**config.mk**
```make
export PLATFORM = sky130hd
export DESIGN_NAME = palette_arb
export DESIGN_NICKNAME = d
export VERILOG_FILES = /design/src/rtl/ppu_pkg.sv /design/src/rtl/palette_ram_1rw.sv /design/src/rtl/palette_arb.sv
export SDC_FILE = /design/constraint.sdc
export NUM_CORES = 1
export LEC_CHECK = 0
export CAP_MARGIN = 5
export CORE_MARGIN = 8
export CORE_UTILIZATION = 60
export CTS_CLUSTER_SIZE = 30
export DETAILED_ROUTE_END_ITERATION = 7
export PLACE_DENSITY = 0.79
export SYNTH_ARGS = -nofsm -noshare
export SYNTH_HDL_FRONTEND = slang
export SYNTH_HIERARCHICAL = 1
export SYNTH_SLANG_ARGS = --single-unit
export TNS_END_PERCENT = 50
```
**constraint.sdc**
```tcl
create_clock -name clk -period 2.93 [get_ports clk]
set_input_delay 0.879 -clock clk [delete_from_list [all_inputs] [get_ports clk]]
set_output_delay 0.879 -clock clk [all_outputs]
set_load 0.01 [all_outputs]
```
**src/rtl/ppu_pkg.sv**
```systemverilog
// Shared types and helpers for the PPU palette store: arbiter FSM states,
// the background-entry address fold and the grayscale column mask.
package ppu_pkg;

    typedef enum logic [1:0] {
        PAL_CLEAR = 2'd0,
        PAL_IDLE  = 2'd1,
        PAL_ACK   = 2'd2
    } pal_state_t;

    // Upper two bits of an entry kept by grayscale; the rest are cleared.
    localparam logic [1:0] GRAY_MASK = 2'b11;

    localparam int PAL_ADDR_MAX = 16;

    // Entries with addr[1:0]==0 alias into the lower half (backdrop mirroring).
    function automatic logic [PAL_ADDR_MAX-1:0] pal_mirror(
        input logic [PAL_ADDR_MAX-1:0] addr,
        input int                      addr_w,
        input logic                    enable
    );
        logic [PAL_ADDR_MAX-1:0] phys;
        phys = addr;
        if (enable && addr[1:0] == 2'b00) begin
            phys = addr & ~(PAL_ADDR_MAX'(1) << (addr_w - 1));
        end
        return phys;
    endfunction

endpackage

```
**src/rtl/palette_ram_1rw.sv**
```systemverilog
// Single-port palette RAM: one read or write per cycle, registered read data.
module palette_ram_1rw #(
    parameter int DATA_W    = 6,
    parameter int ADDR_W    = 5,
    parameter     INIT_FILE = ""
) (
    input  logic              clk,
    input  logic              we,
    input  logic [ADDR_W-1:0] addr,
    input  logic [DATA_W-1:0] wdata,
    output logic [DATA_W-1:0] rdata
);

    logic [DATA_W-1:0] mem [2**ADDR_W];
    logic [DATA_W-1:0] rdata_q;

    always_ff @(posedge clk) begin
        if (we) begin
            mem[addr] <= wdata;
        end
        rdata_q <= mem[addr];
    end

    assign rdata = rdata_q;

endmodule

```
**src/rtl/palette_arb.sv**
```systemverilog
// Palette store arbiter: render reads own the RAM whenever requested, CPU
// req/ack accesses fill the gaps, and an optional sweep clears it after reset.
module palette_arb
    import ppu_pkg::*;
#(
    parameter int DATA_W         = 6,
    parameter int ADDR_W         = 5,
    parameter int MIRROR_BG      = 1,
    parameter int CLEAR_ON_RESET = 1,
    parameter int CLEAR_VAL      = 0,
    parameter     INIT_FILE      = ""
) (
    input  logic              clk,
    input  logic              rst,
    input  logic              render_en,
    input  logic [ADDR_W-1:0] render_addr,
    input  logic              grayscale,
    output logic [DATA_W-1:0] render_data,
    output logic              render_valid,
    input  logic              cpu_req,
    input  logic              cpu_we,
    input  logic [ADDR_W-1:0] cpu_addr,
    input  logic [DATA_W-1:0] cpu_wdata,
    output logic              cpu_ack,
    output logic [DATA_W-1:0] cpu_rdata,
    output logic              busy
);

    localparam int                DEPTH       = 2**ADDR_W;
    localparam logic [DATA_W-1:0] GRAY_W      = {GRAY_MASK, {(DATA_W-2){1'b0}}};
    localparam pal_state_t        RESET_STATE = (CLEAR_ON_RESET != 0) ? PAL_CLEAR : PAL_IDLE;

    pal_state_t        state_q, state_d;
    logic [ADDR_W-1:0] clr_cnt_q, clr_cnt_d;
    logic              ack_prev_q, ack_prev_d;
    logic              rd_valid_q, rd_valid_d;
    logic              gray_q, gray_d;
    logic              cpu_rd_q, cpu_rd_d;
    logic [DATA_W-1:0] cpu_rdata_q, cpu_rdata_d;

    logic              ram_we;
    logic [ADDR_W-1:0] ram_addr;
    logic [DATA_W-1:0] ram_wdata;
    logic [DATA_W-1:0] ram_rdata;
    logic [ADDR_W-1:0] render_phys;
    logic [ADDR_W-1:0] cpu_phys;

    assign render_phys = ADDR_W'(pal_mirror(PAL_ADDR_MAX'(render_addr), ADDR_W, MIRROR_BG != 0));
    assign cpu_phys    = ADDR_W'(pal_mirror(PAL_ADDR_MAX'(cpu_addr), ADDR_W, MIRROR_BG != 0));

    always_comb begin
        state_d     = state_q;
        clr_cnt_d   = clr_cnt_q;
        ack_prev_d  = (state_q == PAL_ACK);
        rd_valid_d  = 1'b0;
        gray_d      = gray_q;
        cpu_rd_d    = cpu_rd_q;
        cpu_rdata_d = cpu_rdata_q;
        ram_we      = 1'b0;
        ram_addr    = render_phys;
        ram_wdata   = cpu_wdata;

        case (state_q)
            PAL_CLEAR: begin
                ram_we    = 1'b1;
                ram_addr  = clr_cnt_q;
                ram_wdata = DATA_W'(CLEAR_VAL);
                clr_cnt_d = clr_cnt_q + 1'b1;
                if (clr_cnt_q == ADDR_W'(DEPTH - 1)) begin
                    state_d = PAL_IDLE;
                end
            end
            default: begin
                if (render_en) begin
                    rd_valid_d = 1'b1;
                    gray_d     = grayscale;
                end else if (state_q == PAL_IDLE && cpu_req && !ack_prev_q) begin
                    // The cycle right after an ack is skipped so a held request
                    // cannot execute twice.
                    ram_we   = cpu_we;
                    ram_addr = cpu_phys;
                    cpu_rd_d = !cpu_we;
                    state_d  = PAL_ACK;
                end
                if (state_q == PAL_ACK) begin
                    state_d = PAL_IDLE;
                    if (cpu_rd_q) begin
                        cpu_rdata_d = ram_rdata;
                    end
                end
            end
        endcase
    end

    always_ff @(posedge clk or negedge rst) begin
        if (!rst) begin
            state_q     <= RESET_STATE;
            clr_cnt_q   <= '0;
            ack_prev_q  <= 1'b0;
            rd_valid_q  <= 1'b0;
            gray_q      <= 1'b0;
            cpu_rd_q    <= 1'b0;
            cpu_rdata_q <= '0;
        end else begin
            state_q     <= state_d;
            clr_cnt_q   <= clr_cnt_d;
            ack_prev_q  <= ack_prev_d;
            rd_valid_q  <= rd_valid_d;
            gray_q      <= gray_d;
            cpu_rd_q    <= cpu_rd_d;
            cpu_rdata_q <= cpu_rdata_d;
        end
    end

    palette_ram_1rw #(
        .DATA_W    (DATA_W),
        .ADDR_W    (ADDR_W),
        .INIT_FILE (INIT_FILE)
    ) u_ram (
        .clk   (clk),
        .we    (ram_we),
        .addr  (ram_addr),
        .wdata (ram_wdata),
        .rdata (ram_rdata)
    );

    // RAM read data is shared; only one client can have issued the read.
    assign render_valid = rd_valid_q;
    assign render_data  = !rd_valid_q ? '0 : (gray_q ? (ram_rdata & GRAY_W) : ram_rdata);
    assign cpu_ack      = (state_q == PAL_ACK);
    assign cpu_rdata    = (cpu_ack && cpu_rd_q) ? ram_rdata : cpu_rdata_q;
    assign busy         = (state_q == PAL_CLEAR);

endmodule

```
# [After elaboration in Yosys (flattened, before gate mapping)]
# Memory sizes are Yosys's and may differ from the RTL's. A register that Yosys moved wholly into a read port is not among the register bits.
# Cells that the tools add are included.
[totals] elab_cells=50 ramBits=192 ff_bits=17 in_bits=22 out_inout_bits=15 mem_count=1
[classes] n_eq_ne=5 n_reduce_logical=13 n_addsub=1 n_bitwise=2 mux=21
[memory_table] name="u_ram.mem" depth=32 word_bits=6 read_ports=1 rd_ports_with_merged_regs=1 write_ports=1 line_no="palette_ram_1rw.sv:14" text="logic [DATA_W-1:0] mem [2**ADDR_W];"
[ops] cell="$mux 5" count=5
[ops] cell="$mux 6" count=3
[ops] cell="$mux 2" count=5
[ops] cell="$reduce_and 3->1" count=3
[ops] cell="$mux 1" count=7
[ops] cell="$logic_not 2->1" count=3
[ops] cell="$add 5x1->5 const B" count=1
[ops] cell="$eq 5x5->1 const B" count=1
[ops] cell="$mux 4" count=1
[ops] cell="$logic_and 1x1->1" count=3
[ops] cell="$ne 3x1->1 const B" count=1
[ops] cell="$reduce_bool 3->1" count=1
[ops] cell="$eq 2x1->1 const B" count=1
[ops] cell="$eq 2x2->1 const B" count=1
[ops] cell="$logic_not 1->1" count=2
[ops] cell="$ne 2x1->1 const B" count=1
[ops] cell="$not 1->1" count=2
[ops] cell="$reduce_and 2->1" count=1

# [Longest topological paths before layout]
# Gate-level depths: netlist of the first run.
[depth] depth_word=8 mapped_depth=11 mapped_depth_nobuf=7

# [Modules after synthesis]
# Netlist of the first run, hierarchy kept.
[by_module_without_submodules] mod="palette_ram_1rw" cells_each=447 seq_area_each_um2=5885.6 n_inst=1 area_per_inst_um2=7746.2
[by_module_without_submodules] mod="palette_arb" cells_each=90 seq_area_each_um2=425.4 n_inst=1 area_per_inst_um2=1042.2

# [Least setup slack after synthesis of the first run]
# Ideal clock, no wire load.
[synth_timing] kind="input to register" start="in cpu_req" end="mem u_ram.mem[25][0] (enable)" path_slack_ps=-163 setup_time_ps=377 t_required_ps=2553 t_arrival_ps=2716 path_buffers=3 path_stages=8 cell_sequence="nor3b_4 -> o21ai_1 -> o2bb2ai_1 -> buf_2 -> buf_4 -> buf_4 -> nand3b_1 -> nor3_1"
[synth_via] elab_cells_between_ends=10 cone_classes="8 x mux; 2 x reduce/logical"
[synth_lines] element="start: declaration" line_no="palette_arb.sv:20" text="input logic cpu_req,"
[synth_lines] element="$logic_and 1x1->1 (2 in series)" line_no="palette_arb.sv:77" text="end else if (state_q == PAL_IDLE && cpu_req && !ack_prev_q) begin"
[synth_lines] element="$mux 5" line_no="palette_arb.sv:77"
[synth_lines] element="$mux 5" line_no="palette_arb.sv:74" text="if (render_en) begin"
[synth_lines] element="$mux 5" line_no="palette_arb.sv:63" text="case (state_q)"
[synth_lines] element="via ram_addr[1]" line_no="palette_arb.sv:42" text="logic [ADDR_W-1:0] ram_addr;"
[synth_lines] element="end: declaration" line_no="palette_ram_1rw.sv:14"
# The timed path passes the listed nets, and every way through them passes these cells.

# [Final worst setup path of the first run]
[layout_timing] start="reg state_q[0]" end="out busy"
[layout_via] elab_chain_len=1
[layout_lines] element="start: declaration" line_no="palette_arb.sv:33" text="pal_state_t state_q, state_d;"
[layout_lines] element="start signal: assignment" line_no="palette_arb.sv:105" text="state_q <= state_d;"
[layout_lines] element="$logic_not 2->1" line_no="palette_arb.sv:132" text="assign busy = (state_q == PAL_CLEAR);"
[layout_lines] element="end: declaration" line_no="palette_arb.sv:26" text="output logic busy"
# No other way between the ends.

==> results_dict.tcl, run 1 <==
set metrics [dict create \
    layout.nets 718 \
    cts_buffers 23 \
    grt_pass1_vias 5703 \
    tns_ps 0 \
    antenna_cells 0 \
    post_drt_wl_per_cell_um 25.2 \
    worst_pin_slew_ps 793 \
    pwr-share-clk 0.292 \
    cts.sinks 215 \
    postLayoutCoreUtil 0.786 \
    drc 0 \
    cp.arrival_ps 1970 \
    power_frac_seq 0.394 \
    post-route-period-util 0.971 \
    final_max_slew_viol_count 0 \
    sw_frac_of_total 0.293 \
    synth_cell_type_count 47 \
    first_iter_violations 637 \
    pre_cts_slack_ps -1010 \
    synthTopCellsByArea "edfxtp_1 66%, mux2i_1 11%, dfrtp_1 4.8%" \
    nFillCells 712 \
    initial_core_util 0.609 \
    peakVddDrop_v 0.000517 \
    fin_ws_ps 85.5 \
    final_layout_size_suffix_gt1_frac 0.314 \
    drtAntennaViolNets 0 \
    hp-class "flop to flop" \
    grt_pass1_wl_um 33800 \
    antenna_found_initial 0 \
    die_w_um 137 \
    via_per_inst 6.29 \
    chipHeight_um 137 \
    synth_area_um2 8790 \
    dieArea_um2 18800 \
    seqCellArea_um2 6310 \
    clk_pin_slew_ps 60 \
    min_period_ps 2840 \
    synth_fp_nets 561 \
    synth_largest_area_cell "edfxtp_1" \
    root_buffer "clkbuf_16" \
    async_reset_ff_frac 0.0791 \
    max_cap_violations 0 \
    ctsHoldBuffers 0 \
    synth_cells 537 \
    critPathKind "flop to primary output" \
    tritoncts "done" \
    num_io_pins 37 \
    synth-main-ff-cell "edfxtp_1" \
    gp_congestion 0.917 \
    rsz0062_at_grt "false" \
    vias 5627 \
    yosys_warnings 6 \
    p_leak_uw 0.00426 \
    powerDensity_nw_per_um2 843 \
    routed_wl_um 22500 \
    power_switching_uw 2800 \
    grt_max_degree 33 \
    dpl.hpwl_um 13300 \
    fmax_ghz 0.352 \
    ys_seq_elements 215 \
    synth_common_cells "192 x edfxtp_1, 96 x mux2i_1, 49 x o22ai_1" \
    hold_viol_final 0 \
    fp-row-count 44 \
    cp_max_fo 12 \
    firstDrtPassIters 5 \
    insertion_delay_ps 500 \
    grt-ovfl-total 0 \
    synth_most_common_cell "edfxtp_1" \
    synth.avg_cell_area_um2 16.4 \
    run_status "finished clean" \
    p_comb_frac 0.314 \
    io_buffers 36 \
    endpoint_kind "primary output" \
    maxSlewHeadroom 0.470 \
    h-tree-depth 1 \
    clock_path_buffers 3 \
    fp.coreArea_um2 14400 \
    finalSetupViolCount 0 \
    start_kind "flop" \
    synth_top_area_frac 0.656 \
    internal_power_uw 6760 \
    synth_edf_count 192 \
    area_growth_pct 29.0 \
    multi_input_area_um2 2620 \
    cp.required_ps 2050 \
    fin_worst_skew_ps 14.3 \
    grt_usage 0.241 \
    ys_seq_area_frac 0.718 \
]
-- per-stage QoR --
| stage | std cells | power, uW | hold WS, ps | cell area (um2) |
|---|---|---|---|---|
| floorplan | 537 | 5180 | 452 | 8800 |
| global placement | 829 | 6180 | 474 | 10100 |
| detailed placement | 829 | 6250 | 481 | 10100 |
| CTS | 891 | 9430 | 495 | 11300 |
| global route | 894 | 9860 | 517 | 11300 |
| finish | 894 | 9560 | 500 | 11300 |
-- cell usage in the layout (no fill, tap or decap), drive strengths merged, types with 5 or more instances in the layout --
cell type / instances
edfxtp: 192
clkbuf: 35
nor2b: 12
nor4: 12
nor2: 31
buf: 125
dfxtp: 6
mux2: 15
and2: 6
o22ai: 49
mux2i: 96
nand2: 11
o21ai: 5
dfrtp: 17
clkdlybuf4s50: 28
nand4bb: 7
-- path summary, 6_finish.rpt --
path	startpoint	endpoint	slack, ps	cells after the start
setup / recovery	state_q[0]$_DFFE_PN0P_	busy	90	4
hold / removal	gray_q$_DFFE_PN0P_	gray_q$_DFFE_PN0P_	500	1
setup reg to reg	ack_prev_q$_DFF_PN0_	u_ram/rdata[1]$_DFF_P_	200	11
hold reg to reg	gray_q$_DFFE_PN0P_	gray_q$_DFFE_PN0P_	500	1
max in group asynchronous	rst	state_q[1]$_DFFE_PN0P_	1540	1
min in group asynchronous	rst	clr_cnt_q[1]$_DFFE_PN0N_	840	1
-- sequential cells by signal (all words and copies together), names as in the netlist --
signal        count
ack_prev_q        1
state_q           2
clr_cnt_q         5
cpu_rdata_q       6
gray_q            1
u_ram/rdata       6
u_ram/mem       192
cpu_rd_q          1
render_valid      1
-- per-layer routing --
layer	wire length [um]	vias to the layer above	track usage
met4	770	0	0.0869
met3	2040	65	0.0499
met1	8480	2786	0.295
li1	-	2440	-
met2	11300	336	0.416
met5	0	-	0
-- final cells by class --
cell class                      instances  area share
Sequential cell                       215       0.557
Multi-Input combinational cell        289       0.231
Timing Repair Buffer                  162       0.128
Clock buffer                           33      0.0558
Tap cell                              184      0.0203
Clock inverter                          8     0.00805
Inverter                                3    0.000993
-- repair_timing --
item | in CTS | in global routing
pin swaps | 10 | 4
cloned | 2 | 0
buffers inserted | 19 | 3
gates resized for setup | 49 | 16
endpoints found under the setup margin | 180 | 78
-- cell families (layout without fill, tap and decap cells) --
kind of cell	Yosys count	in the layout	synth area share
buf+inv	33	206	0.0204
compound gates	66	66	0.0480
simple gates	107	107	0.0749
fa+ha+maj	2	2	0.00285
xor+xnor	3	3	0.00299
mux	111	111	0.133
flops	215	215	0.718
-- power by group through the flow --
stage	clock network, uW	registers (uW)	logic, uW
after floorplan	0	3780	1400
final	2790	3770	3000
after CTS	2790	3760	2880
after global routing	2950	3780	3140
after global placement	0	3830	2350
after detailed placement	0	3840	2410
-- worst max-delay path, cell delays in order, from the launching register on --
cell and delay (ps):
dfrtp_2 430, buf_4 190, buf_4 160, nor2_2 100
clkdlybuf4s50_1 570
No activity file was read; power rests on OpenSTA's default activity.
==> run 2: changes to the inputs <==
CAP_MARGIN = unset   (was 5)
CORE_ASPECT_RATIO = 0.6   (was unset)
CORE_UTILIZATION = 63   (was 60)
DONT_BUFFER_PORTS = 1   (was unset)
==> run 2 against run 1 <==
  * Die area down 3.6%
  * Global-route usage down 1.7 points
  * Worst setup slack worse by 9.5 ps
  * Combinational power down 23%
  * Clock-buffer cell count down 7
  * Critical path depth up 4
  * Register-to-register slack worse by 120 ps
  * Via count down 8.4%
  * Clock power down 12%
  * Critical path type is now flop to flop
  * Critical endpoint is now u_ram/rdata[3]$_DFF_P_
  * Largest cell class unchanged
==> results_dict.tcl, run 2 (synthesis results as in run 1) <==
set metrics [dict create \
    run_status "finished clean" \
    slowest_delay_ps 460 \
    start_kind "flop" \
    crit_family "simple AND/OR/NAND/NOR gates" \
    clock_path_buffers 3 \
    io_buffers 0 \
    num_io_pins 37 \
    rrSetupSlack_ps 80 \
    antenna_cells 0 \
    ff2ff_path_depth 8 \
    gp_congestion 0.920 \
    clk_pin_slew_ps 70 \
    final_area_um2 10300 \
    mostFrequentLayoutCells "192 x edfxtp_1, 96 x mux2i_1, 86 x buf_4" \
    antenna_found_initial 0 \
    cp_max_fo 7 \
    powerDensity_nw_per_um2 830 \
    root_buffer "clkbuf_16" \
    crit_end "u_ram/rdata[3]$_DFF_P_" \
    critPathSlowestCell "nor4_1" \
    nFillCells 803 \
    post_drt_wl_per_cell_um 25.1 \
    worst_pin_slew_ps 501 \
    insertion_delay_ps 480 \
    cp.required_ps 3280 \
    via_per_inst 6.39 \
    fp.coreArea_um2 13600 \
    crit_cells 8 \
    dr_wl_met2_um 8940 \
    max_cap_violations 0 \
    final_layout_size_suffix_gt1_frac 0.236 \
    chipHeight_um 107 \
    h-tree-depth 1 \
    final_max_slew_viol_count 0 \
    cp.arrival_ps 3200 \
    wl_met1_um 8760 \
    routed_wl_um 20300 \
    peakVddDrop_v 0.000576 \
    dpl.hpwl_um 14000 \
    crit_chain "nor3b_4, a31oi_1, o2bb2ai_1, buf_4, nand4bb_1, o22ai_1, nor4_1, nand2_1" \
    cts_setup_buffers 0 \
    grt-ovfl-total 0 \
    reg2reg_to "u_ram/rdata[3]$_DFF_P_" \
    layout.nets 644 \
    grt_pass1_vias 5035 \
    hold_viol_final 0 \
    highest_layer "met4" \
    dieArea_um2 18100 \
    fin_worst_skew_ps 12.3 \
    drc 0 \
    fp-row-count 33 \
    grt_max_degree 33 \
    cts.sinks 215 \
    final_common_cell "edfxtp_1" \
    crit_path_start "ack_prev_q$_DFF_PN0_" \
    path_buf_inv 1 \
    maxSlewHeadroom 0.666 \
    dr_wl_met3_um 2250 \
    drtAntennaViolNets 0 \
    vias 5156 \
    tritoncts "done" \
    r2r-start "ack_prev_q$_DFF_PN0_" \
    min_period_ps 2850 \
    first_iter_violations 634 \
    tns_ps 0 \
    top_register "u_ram/mem" \
    endpoint_kind "flop" \
    cts_buffers 19 \
    initial_core_util 0.645 \
    critPathKind "flop to flop" \
    hp-class "input port to asynchronous set/reset pin" \
    largest_register_ffs 192 \
    post-route-period-util 0.974 \
    p_leak_uw 0.00379 \
    placed_cell_area_um2 9660 \
    area_growth_pct 17.1 \
    firstDrtPassIters 5 \
    die_w_um 168 \
    finalSetupViolCount 0 \
    grt_pass1_wl_um 30500 \
    fmax_ghz 0.350 \
    grt_usage 0.225 \
]
## run 2: final cells by class
cell class / instances / area (um2) / area share
sequential: 215 / 6310 / 0.614
multi-input combinational: 289 / 2380 / 0.231
timing repair buffer: 92 / 766 / 0.0744
clock buffer: 26 / 512 / 0.0497
tap: 175 / 219 / 0.0213
clock inverter: 7 / 87.6 / 0.00851
inverter: 3 / 11.3 / 0.00109
## run 2: worst min-delay path by stage
stage	end	slack, ps	cells past startpoint
2_1_floorplan	clr_cnt_q[3]$_DFFE_PN0N_	450	1
3_3_place_gp	gray_q$_DFFE_PN0P_	470	1
3_5_place_dp	cpu_rdata_q[4]$_DFFE_PN0P_	490	1
4_1_cts	clr_cnt_q[1]$_DFFE_PN0N_	70	0
5_1_grt	clr_cnt_q[0]$_DFFE_PN0N_	70	0
6_report	clr_cnt_q[0]$_DFFE_PN0N_	90	0
## run 2: worst register-to-register path: stages, from the launching register on
cell and delay [ps]:
dfrtp_1 420, nor3b_4 390, a31oi_1 140, o2bb2ai_1 370, buf_4 200, nand4bb_1 360, o22ai_1 260, nor4_1 460
nand2_1 120
## run 2: power by group
part           switching [uW]  internal [uW]  leakage, uW  total (uW)
logic                    1280           1020      0.00150        2300
registers                 168           3630      0.00200        3800
clock network            1040           1400     0.000294        2450
## run 2: routing by layer
layer / vias to the layer above / global-route usage
met3: 28 / 0.0703
met2: 252 / 0.335
met4: 0 / 0.0495
li1: 2282 / -
met1: 2594 / 0.321
met5: - / 0
## run 2: per-stage QoR
| step | power (uW) | cells | hold slack [ps] | worst slack, ps | utilization |
|---|---|---|---|---|---|
| CTS | 8530 | 807 | 68.9 | 10.6 | 0.753 |
| global placement | 5990 | 774 | 475 | -204 | 0.709 |
| global route | 8840 | 807 | 67.2 | -11.3 | 0.755 |
| detailed placement | 6080 | 774 | 488 | -345 | 0.709 |
| floorplan | 5180 | 537 | 452 | -65.1 | - |
| finish | 8540 | 807 | 86.4 | 76.0 | 0.755 |
## run 2: what timing repair did
item                                    CTS  global route
endpoints found under the setup margin    6            11
resized for setup                         1             4
hold buffers                              0             0
pin swaps                                 0             1
endpoints found under the hold margin     0             0
